## src/rtl/wallace_pkg.sv

```systemverilog
// Shared constants, FSM state type and truncation-mask helper for the
// Wallace-tree MAC sequencer.
package wallace_pkg;

  localparam int DATA_W = 8;
  localparam int PROD_W = 2 * DATA_W;

  typedef enum logic [1:0] {
    IDLE,
    RUN,
    DRAIN,
    DONE
  } seq_state_t;

  // Keeps product bits at or above column 'cols'; lower columns read as zero.
  function automatic logic [PROD_W-1:0] approx_mask(input logic [2:0] cols);
    return ~((PROD_W'(1) << cols) - PROD_W'(1));
  endfunction

endpackage

```

## src/rtl/wallace_lat_tracker.sv

```systemverilog
// Valid shift register that mirrors the multiplier pipeline depth so the
// sequencer knows which cycle carries a real product on mul_p.
module wallace_lat_tracker #(
  parameter int DEPTH = 3
) (
  input  logic clk,
  input  logic rst_n,
  input  logic flush,
  input  logic push,
  output logic prod_valid,
  output logic empty
);

  logic [DEPTH-1:0] pipe_q;
  logic [DEPTH-1:0] pipe_d;

  assign pipe_d[0] = push;
  for (genvar gi = 1; gi < DEPTH; gi++) begin : g_stage
    assign pipe_d[gi] = pipe_q[gi-1];
  end

  always_ff @(posedge clk or negedge rst_n) begin
    if (!rst_n) begin
      pipe_q <= '0;
    end else if (flush) begin
      pipe_q <= '0;
    end else begin
      pipe_q <= pipe_d;
    end
  end

  assign prod_valid = pipe_q[DEPTH-1];
  assign empty      = ~|pipe_q;

endmodule

```

## src/rtl/wallace_mac_sequencer.sv

```systemverilog
// Drives an external Wallace-tree multiplier through an N-element dot product
// and accumulates the (optionally LSB-truncated) products.
module wallace_mac_sequencer #(
  parameter int DATA_W   = 8,
  parameter int ACC_W    = 24,
  parameter int LEN_W    = 8,
  parameter int MULT_LAT = 2
) (
  input  logic                clk,
  input  logic                rst_n,
  input  logic                start,
  input  logic [LEN_W-1:0]    len,
  input  logic [2:0]          approx_cols,
  input  logic                in_valid,
  output logic                in_ready,
  input  logic [DATA_W-1:0]   in_a,
  input  logic [DATA_W-1:0]   in_b,
  output logic [DATA_W-1:0]   mul_a,
  output logic [DATA_W-1:0]   mul_b,
  input  logic [2*DATA_W-1:0] mul_p,
  output logic                out_valid,
  input  logic                out_ready,
  output logic [ACC_W-1:0]    out_acc,
  output logic                overflow,
  output logic                busy
);
  import wallace_pkg::*;

  localparam int PW = 2 * DATA_W;

  seq_state_t        state_q;
  logic [LEN_W-1:0]  len_q;
  logic [LEN_W:0]    issued_q;
  logic [LEN_W:0]    retired_q;
  logic [PW-1:0]     mask_q;
  logic [ACC_W-1:0]  acc_q;
  logic              ovf_q;
  logic              in_ready_q;
  logic              out_valid_q;
  logic              busy_q;
  logic [DATA_W-1:0] mul_a_q;
  logic [DATA_W-1:0] mul_b_q;

  logic [LEN_W:0]    issued_d;
  logic [LEN_W:0]    retired_d;
  logic [LEN_W:0]    len_ext;
  logic [ACC_W:0]    acc_sum;
  logic [PW-1:0]     mask_d;
  logic [PROD_W-1:0] pkg_mask;
  logic              hs;
  logic              start_ok;
  logic              prod_valid;
  logic              pipe_empty;

  // Package mask covers the low columns; any wider product keeps its upper bits.
  assign pkg_mask = approx_mask(approx_cols);
  for (genvar gi = 0; gi < PW; gi++) begin : g_mask
    if (gi < PROD_W) begin : g_lo
      assign mask_d[gi] = pkg_mask[gi];
    end else begin : g_hi
      assign mask_d[gi] = 1'b1;
    end
  end

  assign hs        = in_valid & in_ready_q;
  assign start_ok  = (state_q == IDLE) & start;
  assign issued_d  = issued_q + (LEN_W+1)'(hs);
  assign retired_d = retired_q + (LEN_W+1)'(prod_valid);
  assign len_ext   = {1'b0, len_q};
  assign acc_sum   = {1'b0, acc_q} + (ACC_W+1)'(mul_p & mask_q);

  wallace_lat_tracker #(
    .DEPTH(MULT_LAT + 1)
  ) u_lat (
    .clk        (clk),
    .rst_n      (rst_n),
    .flush      (start_ok),
    .push       (hs),
    .prod_valid (prod_valid),
    .empty      (pipe_empty)
  );

  always_ff @(posedge clk or negedge rst_n) begin
    if (!rst_n) begin
      state_q     <= IDLE;
      len_q       <= '0;
      issued_q    <= '0;
      retired_q   <= '0;
      mask_q      <= '0;
      acc_q       <= '0;
      ovf_q       <= 1'b0;
      in_ready_q  <= 1'b0;
      out_valid_q <= 1'b0;
      busy_q      <= 1'b0;
      mul_a_q     <= '0;
      mul_b_q     <= '0;
    end else begin
      if (hs) begin
        mul_a_q  <= in_a;
        mul_b_q  <= in_b;
        issued_q <= issued_d;
      end
      if (prod_valid) begin
        acc_q     <= acc_sum[ACC_W-1:0];
        ovf_q     <= ovf_q | acc_sum[ACC_W];
        retired_q <= retired_d;
      end
      case (state_q)
        IDLE: begin
          if (start) begin
            len_q     <= len;
            mask_q    <= mask_d;
            acc_q     <= '0;
            ovf_q     <= 1'b0;
            issued_q  <= '0;
            retired_q <= '0;
            busy_q    <= 1'b1;
            if (len != '0) begin
              state_q    <= RUN;
              in_ready_q <= 1'b1;
            end else begin
              state_q     <= DONE;
              out_valid_q <= 1'b1;
            end
          end
        end
        RUN: begin
          if (issued_d == len_ext) begin
            state_q    <= DRAIN;
            in_ready_q <= 1'b0;
          end
        end
        DRAIN: begin
          // The final retire and the move to DONE share an edge.
          if ((retired_d == len_ext) || (pipe_empty && retired_q == len_ext)) begin
            state_q     <= DONE;
            out_valid_q <= 1'b1;
          end
        end
        DONE: begin
          if (out_ready) begin
            state_q     <= IDLE;
            out_valid_q <= 1'b0;
            busy_q      <= 1'b0;
          end
        end
        default: state_q <= IDLE;
      endcase
    end
  end

  assign in_ready  = in_ready_q;
  assign out_valid = out_valid_q;
  assign out_acc   = acc_q;
  assign overflow  = ovf_q;
  assign busy      = busy_q;
  assign mul_a     = mul_a_q;
  assign mul_b     = mul_b_q;

endmodule

```

## config.mk

```make
export PLATFORM = sky130hd
export DESIGN_NAME = wallace_mac_sequencer
export DESIGN_NICKNAME = d
export VERILOG_FILES = /design/src/rtl/wallace_pkg.sv /design/src/rtl/wallace_lat_tracker.sv /design/src/rtl/wallace_mac_sequencer.sv
export SDC_FILE = /design/constraint.sdc
export NUM_CORES = 1
export LEC_CHECK = 0
export ABC_CLOCK_PERIOD_IN_PS = 5800
export BUFFER_PORTS_ARGS = -buffer_cell sky130_fd_sc_hd__buf_2
export CAP_MARGIN = 20
export CORE_ASPECT_RATIO = 1.25
export CORE_MARGIN = 4
export CORE_UTILIZATION = 30
export DETAILED_ROUTE_END_ITERATION = 8
export GPL_ROUTABILITY_DRIVEN = 1
export GPL_TIMING_DRIVEN = 0
export MAX_ROUTING_LAYER = met4
export PLACE_DENSITY = 0.5
export SLEW_MARGIN = 20
export SYNTH_ARGS = -nofsm -noshare
export SYNTH_HDL_FRONTEND = slang
export SYNTH_SLANG_ARGS = --single-unit
```

## constraint.sdc

```tcl
create_clock -name clk -period 5.8 [get_ports clk]
set_input_delay 0.87 -clock clk [delete_from_list [all_inputs] [get_ports clk]]
set_output_delay 0.87 -clock clk [all_outputs]
set_load 0.05 [all_outputs]
```

==> impl_metrics.json <==
{
  "outcome": "finished clean",
  "tightest_slew_ns": 0.988,
  "rrSetupSlack_ns": 2.39,
  "start_util": 0.308,
  "cts.path.max_buffers": 2,
  "hold_viol": 0,
  "dp_cells": 902,
  "n_fill_cell": 1837,
  "path_clk_slew_ns": 0.07,
  "gp_congestion": 0.850,
  "rr_worst_depth": 10,
  "relSlewSlack": 0.338,
  "design.core.area_mm2": 0.0176,
  "die-area_mm2": 0.0203,
  "synth_area_leader_cell": "dfrtp_1",
  "io_pins": 92,
  "synth_cell_types": 56,
  "setup_viol": 0,
  "die_h_um": 158,
  "yosysMostFrequentCell": "dfrtp_1",
  "max_freq_mhz": 274,
  "syn_area_per_cell_um2": 9.22,
  "crit_buf_inv": 1,
  "finalNonFillerCells": 918,
  "grt_max_degree": 63,
  "register_area_mm2": 0.00225,
  "critPathTopFamily": "compound AO/OA/AOI/OAI gates",
  "drc": 0,
  "rsz0062_at_grt": "false",
  "cp_slowest_cell": "a211oi_1",
  "drtIter0Drc": 279,
  "cpPeakStageDelay_ns": 0.85,
  "synth_commonest_cells": "dfrtp_1, nand2_1, a21oi_1",
  "cap_violations": 0,
  "cp.depth": 11,
  "synth_edf_count": 0,
  "die_w_um": 128,
  "port_buffers": 90,
  "hold_path.class": "in2async",
  "worstReg2RegEnd": "out_acc[20]",
  "skew_ns": 0.00830,
  "final_util": 0.372,
  "fin_nets": 765,
  "cts.sinks": 90,
  "cts_buffers": 9,
  "p_per_area_mw_per_mm2": 492,
  "p_leak_nw": 2.97,
  "synthFlopType": "dfrtp_1",
  "synthArstFlopShare": 1.00,
  "hpwl_um": 10600,
  "antenna_found_initial": 0,
  "grt_pass1_wl_um": 23500,
  "drive_gt1_frac": 0.190,
  "wirelength_um": 14100,
  "grt_pass1_vias": 4666,
  "startpoint": "mul_p[0]",
  "critPathMaxFanout": 9,
  "critPathCapture": "out_acc[20]",
  "period_share": 0.628,
  "cts_resized": 0,
  "timing.rr.start": "mask_q[0]",
  "syn_area_mm2": 0.00541,
  "track_usage": 0.149,
  "slew_violations": 0,
  "ant_nets": 0,
  "seq_area_frac_synth": 0.416,
  "crit_path_start_kind": "primary input",
  "yosysWarningCount": 0,
  "vdd_drop_max_mv": 0.203,
  "diodes": 0,
  "wl_per_cell_um": 15.4,
  "arrival_ns": 3.92,
  "cts_tree": "yes",
  "synth_fp_nets": 663,
  "multiInputGateArea_mm2": 0.00299,
  "end_kind": "flip-flop",
  "syn_to_final_growth_pct": 20.6,
  "cp.required_ns": 6.07,
  "grt_overflow": 0,
  "netlist_instances": 587,
  "clkLatencyLatePin_ns": 0.36,
  "layout_min_cycle_time_ns": 3.64,
  "firstDrtPassIters": 5,
  "cts_root_buf": "clkbuf_16",
  "yosys-top-cells-area": "dfrtp_1, ha_1, nand2_1",
  "synth_top_area_frac": 0.416,
  "rows": 54,
  "ys_ff_latch": 90,
  "via_count": 4601,
  "worstSetupPathType": "in2reg",
  "cts-htree-levels": 3,
  "crit_chain": "buf_2 > and2_1 > ha_1 > fa_1 > a21oi_1 > o211ai_1 > a211oi_1 > o41ai_1 > a211oi_1 > o21ai_0 > a21oi_1",
  "finalSetupTns_ns": 0,
  "post-cts-setup-buffers": 0,
  "routed_via_density": 5.01,
  "ctsHoldBuffers": 0
}
metal layers:
metal	share of wire	up-vias	track usage
li1	-	2274	-
met1	0.44	2204	0.180
met2	0.50	104	0.253
met3	0.041	19	0.0263
met4	0.018	0	0.0506
met5	0	-	-
area by class of cell:
class	count	area share
inverter	17	0.00978
tap	224	0.0429
timing repair buffer	91	0.0742
clock buffer	9	0.0345
multi-input combinational	454	0.458
buffer	26	0.0161
clock inverter	7	0.0192
sequential	90	0.345
where the power goes:
| group | switching (mW) | internal, mW | total, mW | leakage [nW] |
|---|---|---|---|---|
| logic | 1.01 | 0.557 | 1.56 | 1.68 |
| clock network | 0.274 | 0.426 | 0.700 | 0.164 |
| registers | 0.140 | 0.810 | 0.950 | 1.12 |
kinds of logic (layout without fill, tap and decap cells):
family | after synthesis | in the layout | share of synthesized area
and+or+nand+nor | 219 | 219 | 0.204
AOI/OAI and AO/OA | 133 | 133 | 0.151
adders and majority gates | 28 | 28 | 0.0661
buffers and inverters | 43 | 150 | 0.0312
xor gates and xnor gates | 42 | 42 | 0.0680
DFF | 90 | 90 | 0.416
muxes | 32 | 32 | 0.0631
flip-flops by register name, indices dropped and copies added, names as in the netlist, 2 cells and up:
signal and flops:
mask_q 15, mul_b 8, out_acc 24, state_q 2, u_lat.pipe_q 3, len_q 8
issued_q 9, mul_a 8, retired_q 9
worst register-to-register path, cell delays in order, from the launching register on:
cell,delay [ns]
dfrtp_1,0.38
and2_1,0.14
ha_1,0.20
fa_1,0.42
a21oi_1,0.24
o211ai_1,0.19
a211oi_1,0.31
o41ai_1,0.17
a211oi_1,0.85
o21ai_0,0.24
a21oi_1,0.18
how the worst min path moves through the flow:
stage | cells past startpoint | slack, ns | endpoint
final | 1 | 0.39 | out_acc[4]
after global routing | 1 | 0.40 | out_acc[4]
after detailed placement | 1 | 0.44 | mask_q[13]
after floorplan | 1 | 0.43 | mask_q[11]
after global placement | 1 | 0.44 | mask_q[13]
after CTS | 1 | 0.39 | mask_q[10]
placed cells by master (no fill, tap or decap), drive strengths merged, types with 15 or more instances in the layout:
master,synthesis,layout
inv,17,19
a21oi,41,41
xnor2,27,27
mux2,17,17
and2,21,21
dfrtp,90,90
nand3,19,19
buf,4,95
mux2i,15,15
xor2,15,15
ha,27,27
nand2,72,72
o21ai,38,38
nor2,36,36
clkbuf,21,30
metrics by stage:
stage | hold WS [ns] | worst slack [ns] | power [mW] | cell area [um2]
finish | 0.390 | 2.16 | 3.21 | 6530
CTS | 0.390 | 2.19 | 3.25 | 6530
global route | 0.400 | 2.02 | 3.45 | 6530
global placement | 0.442 | 1.86 | 2.51 | 6140
detailed placement | 0.444 | 1.83 | 2.54 | 6180
floorplan | 0.425 | 2.41 | 2.13 | 5410
Power figures use the tool's default switching activity.
